===== src/rtl/gf180mcu_oai_n1_pipe.sv =====
// Pipelined per-lane OAI (ZN = ~(|A_group & B)), one cycle latency, 2-entry skid so IN_READY is a pure flop.
// Optional macro OAI_PIPE_FILTER_EN adds per-lane toggle filtering of ZN before it is presented.
module gf180mcu_oai_n1_pipe #(
   parameter int CHANNELS = 4,
   parameter int N_IN     = 3,
   parameter int FILT_CNT = 2
) (
   input  logic                       CLK,
   input  logic                       RN,
   input  logic                       IN_VALID,
   output logic                       IN_READY,
   input  logic [CHANNELS*N_IN-1:0]   A,
   input  logic [CHANNELS-1:0]        B,
   output logic                       OUT_VALID,
   input  logic                       OUT_READY,
   output logic [CHANNELS-1:0]        ZN
);

   if (CHANNELS < 1 || N_IN < 1 || FILT_CNT < 1 || FILT_CNT > 15) begin : g_bad_param
      $error("gf180mcu_oai_n1_pipe: parameter out of range");
   end

   logic                rdy_q, rdy_d;
   logic                out_vld_q, out_vld_d;
   logic                skid_vld_q, skid_vld_d;
   logic [CHANNELS-1:0] skid_q, skid_d;
   logic [CHANNELS-1:0] zn_q, zn_d;
   logic [CHANNELS-1:0] res;
   logic [CHANNELS-1:0] entry;
   logic                acc, dlv, load;

   always_comb begin
      res = '0;
      for (int c = 0; c < CHANNELS; c++) begin
         res[c] = ~((|A[c*N_IN +: N_IN]) & B[c]);
      end
   end

   // Skid stores the evaluated result; it always drains before a new beat can be taken.
   always_comb begin
      acc        = IN_VALID & rdy_q;
      dlv        = out_vld_q & OUT_READY;
      out_vld_d  = out_vld_q;
      skid_vld_d = skid_vld_q;
      skid_d     = skid_q;
      load       = 1'b0;
      entry      = res;
      if (skid_vld_q) begin
         entry = skid_q;
         if (dlv) begin
            load       = 1'b1;
            skid_vld_d = 1'b0;
         end
      end else if (!out_vld_q || dlv) begin
         load      = acc;
         out_vld_d = acc;
      end else if (acc) begin
         skid_d     = res;
         skid_vld_d = 1'b1;
      end
      rdy_d = ~skid_vld_d;
   end

`ifdef OAI_PIPE_FILTER_EN
   localparam logic [3:0] FILT_W = 4'(FILT_CNT);

   logic [CHANNELS-1:0][3:0] cnt_q, cnt_d;

   // zn_q doubles as the last-presented value each lane compares against.
   always_comb begin
      zn_d  = zn_q;
      cnt_d = cnt_q;
      if (load) begin
         for (int c = 0; c < CHANNELS; c++) begin
            if (entry[c] == zn_q[c]) begin
               cnt_d[c] = 4'd0;
            end else if (cnt_q[c] + 4'd1 == FILT_W) begin
               zn_d[c]  = entry[c];
               cnt_d[c] = 4'd0;
            end else begin
               cnt_d[c] = cnt_q[c] + 4'd1;
            end
         end
      end
   end

   always_ff @(posedge CLK or negedge RN) begin
      if (!RN) begin
         cnt_q <= '0;
      end else begin
         cnt_q <= cnt_d;
      end
   end
`else
   always_comb begin
      zn_d = load ? entry : zn_q;
   end
`endif

   always_ff @(posedge CLK or negedge RN) begin
      if (!RN) begin
         rdy_q      <= 1'b0;
         out_vld_q  <= 1'b0;
         skid_vld_q <= 1'b0;
         skid_q     <= '0;
         zn_q       <= '1;
      end else begin
         rdy_q      <= rdy_d;
         out_vld_q  <= out_vld_d;
         skid_vld_q <= skid_vld_d;
         skid_q     <= skid_d;
         zn_q       <= zn_d;
      end
   end

   assign IN_READY  = rdy_q;
   assign OUT_VALID = out_vld_q;
   assign ZN        = zn_q;

endmodule

===== config.mk =====
export PLATFORM = sky130hd
export DESIGN_NAME = gf180mcu_oai_n1_pipe
export DESIGN_NICKNAME = d
export VERILOG_FILES = /design/src/rtl/gf180mcu_oai_n1_pipe.sv
export SDC_FILE = /design/constraint.sdc
export NUM_CORES = 1
export LEC_CHECK = 0
export ABC_AREA = 1
export CORE_MARGIN = 2
export CORE_UTILIZATION = 35
export DETAILED_ROUTE_END_ITERATION = 10
export PLACE_DENSITY_LB_ADDON = 0.3
export SYNTH_ARGS = -nofsm -noshare
export SYNTH_HDL_FRONTEND = slang
export SYNTH_SLANG_ARGS = --single-unit

===== constraint.sdc =====
create_clock -name CLK -period 0.9 [get_ports CLK]
set_input_delay 0.09 -clock CLK [delete_from_list [all_inputs] [get_ports CLK]]
set_output_delay 0.09 -clock CLK [all_outputs]
set_load 0.01 [all_outputs]

==> flow_metrics.py <==
metrics = {
    "status": {
        "outcome": "finished with violations",
        "violated_checks": "negative setup slack",
    },
    "clocking": {
        "clock_input_transition_at_the_sequential_cells_of_the_worst_setup_and_hold_paths_ps": 60,
        "clock-root-buffer": "clkbuf_4",
        "clock_sinks": 11,
        "cts-buffers-inserted": 3,
        "worst_skew_pair.late_latency_ps": 260,
        "cts.path.max_buffers": 2,
        "cts_tree": "done",
        "htree_levels": 1,
        "hold_buffers": 0,
    },
    "power": {
        "power.total_w": 0.00273,
        "irDropWorstVdd_mv": 1.75,
        "power-per-cell-area_nw_per_um2": 2790,
        "leakage_nw": 0.468,
    },
    "detailed_routing": {
        "ant_nets": 0,
        "dr_total_vias": 600,
        "post_drt_wl_per_cell_um": 11.0,
        "via_per_inst": 4.80,
        "wirelength_mm": 1.38,
        "drt_iter0_markers": 7,
        "drt_drc_violations_left": 0,
        "drt-pass1-iter-count": 4,
    },
    "placed_design": {
        "portBuffers": 25,
        "gp_routability_congestion": 0.773,
        "dpl.hpwl_mm": 1.02,
        "dp.cells": 116,
        "detailed_place.area_um2": 845,
    },
    "yosys": {
        "ys_warn_count": 0,
        "synth_nets": 94,
        "ys_top_cells_by_area": "dfrtp_1, dfstp_2, nand2_1",
        "netlist.top_cell.by_area": "dfrtp_1",
        "synthesis.instances": 74,
        "synth.avg_cell_area_um2": 7.64,
        "synth_top_area_share_pct": 31.0,
        "ys_seq_elements": 11,
        "yosys.cell_types.count": 10,
        "synth_area_um2": 566,
        "seq_area_frac_synth_pct": 49.6,
    },
    "worst_hold_path": {
        "min-delay-path-class": "input pin to asynchronous set/reset pin",
    },
    "floorplan": {
        "floorplan.core_area_um2": 1510,
        "num_rows": 14,
        "design.die.area_um2": 1950,
        "design.portCount": 26,
        "die_span_in_x_um": 44.2,
        "start_util_pct": 37.5,
        "die_height_um": 44.2,
    },
    "cells_and_area": {
        "final_net_count": 130,
        "layout-drive-gt1-share_pct": 33.0,
        "postLayoutCellArea_um2": 980,
        "final_cell_count_no_fill": 125,
        "syn2layout_area_growth_pct": 73.2,
        "multi_input_comb_area_um2": 299,
        "antenna_diode_count": 0,
        "fillerInstances": 123,
        "register_area_um2": 282,
    },
    "setup_path": {
        "setup.worst_path.start_class": "flop",
        "slowest_delay_ps": 360,
        "cp_max_fo": 8,
        "critPathKind": "flop to flop",
        "cp_data_required_time_ps": 1090,
        "critical_path.endpoint_type": "flop",
        "crit_chain": "buf_6, nand2_8, nor3_4, buf_6, nand2_2, o21ai_1",
        "critical-path-top-cell-by-count": "buf_6",
        "crit_family": "flip-flops",
        "cp.arrival_ps": 1220,
        "critical_path.slowest_cell": "dfrtp_1",
        "worstPathBufferInverterCount": 2,
    },
    "sta": {
        "setup_ws_ps": -134,
        "fin_worst_hold_slack_ps": 123,
        "skew_ps": 2.73,
        "finalWorstPathRequiredPeriod_ps": 1030,
        "setup_repair_after_global_routing_missed_its_margin": "true",
        "timing.fmax_mhz": 967,
        "hold_viol": 0,
        "final_min_period_over_clock_period_pct": 115,
        "maxSlewHeadroom_pct": 87.3,
        "worst-slew-pin-transition_ps": 191,
        "timing.final.max_slew_violations": 0,
        "setup_violations": 13,
    },
    "global_routing": {
        "antenna_found_initial": 0,
        "grt_max_degree": 12,
        "grt_use_total_pct": 15.3,
        "grt_first_pass_wirelength_mm": 2.15,
        "grt_overflow_total": 0,
        "grt_pass1_vias": 527,
    },
    "flow_run": {
        "cap_violations": 0,
    },
}
sequential cells by signal (all words and copies together), names as in the netlist:
signal / cells
IN_READY: 1
OUT_VALID: 1
ZN: 4
skid_q: 4
skid_vld_q: 1
cell usage in the layout (no fill, tap or decap):
| master | netlist | final |
|---|---|---|
| inv_4 | 0 | 1 |
| nor2_4 | 0 | 1 |
| o21ai_0 | 6 | 1 |
| nand3_2 | 0 | 3 |
| buf_6 | 1 | 7 |
| nand2_1 | 23 | 18 |
| nor2_1 | 6 | 5 |
| nand2_4 | 0 | 2 |
| nand3_1 | 13 | 10 |
| dfstp_2 | 4 | 4 |
| buf_4 | 0 | 4 |
| nand2_2 | 2 | 4 |
| o21ai_2 | 0 | 2 |
| clkbuf_1 | 0 | 1 |
| inv_1 | 11 | 10 |
| clkbuf_4 | 0 | 3 |
| nor3_4 | 1 | 1 |
| o21ai_1 | 0 | 3 |
| buf_2 | 0 | 2 |
| clkdlybuf4s50_1 | 0 | 19 |
| dfrtp_1 | 7 | 6 |
| dfrtp_2 | 0 | 1 |
| nand2_8 | 0 | 1 |
through the flow:
stage	setup TNS (ps)	util [%]	setup slack (ps)
floorplan	-480	-	-64.3
global placement	-3790	56.1	-325
detailed placement	-4030	56.1	-351
CTS	-1600	61.0	-156
global route	-1930	65.0	-188
finish	-1140	65.0	-134
worst paths after layout:
check | startpoint | end | slack (ps) | cells past startpoint
worst max-delay path | OUT_VALID | skid_q[2] | -130 | 6
worst min-delay path | RN | skid_q[2] | 120 | 2
worst max register to register | OUT_VALID | skid_q[2] | -130 | 6
worst min register to register | ZN[0] | ZN[0] | 500 | 2
max in group asynchronous | RN | ZN[0] | 550 | 2
min in group CLK | B[3] | skid_q[3] | 470 | 4
per-layer routing:
layer / global-route usage, % / share of wire [%] / vias up
li1: - / - / 304
met1: 17.8 / 42 / 274
met2: 25.3 / 51 / 20
met3: 4.90 / 5.2 / 2
met4: 7.27 / 1.4 / 0
met5: 0 / 0 / -
power breakdown:
part,internal [W],switching (W),total [W],leakage [nW]
combinational,0.000724,0.000674,0.00140,0.329
sequential,0.000821,0.000192,0.00101,0.124
clock,0.000171,0.000150,0.000321,0.0150
cell families after synthesis:
group | share of synthesized area (%)
buffers and inverters | 9.29
AND/OR/NAND/NOR | 35.8
flip-flops | 49.6
AO/OA/AOI/OAI | 5.31
cell usage after synthesis:
| master | number |
|---|---|
| buf_6 | 1 |
| inv_1 | 11 |
| o21ai_0 | 6 |
| nand3_1 | 13 |
| dfstp_2 | 4 |
| nor2_1 | 6 |
| nand2_1 | 23 |
| nand2_2 | 2 |
| dfrtp_1 | 7 |
| nor3_4 | 1 |
repair_timing:
action                                 CTS  global route
setup endpoints to repair               16            16
endpoints found under the hold margin    0             0
pin swaps                                3             8
gates resized for setup                 34            18
buffers inserted                         4             1
layout make-up:
class	count	area share [%]
timing repair buffer	32	31.5
multi-input combinational	51	30.5
sequential	11	28.7
inverter	11	4.47
clock buffer	4	2.68
tap	16	2.04
Power figures use the tool's default switching activity.
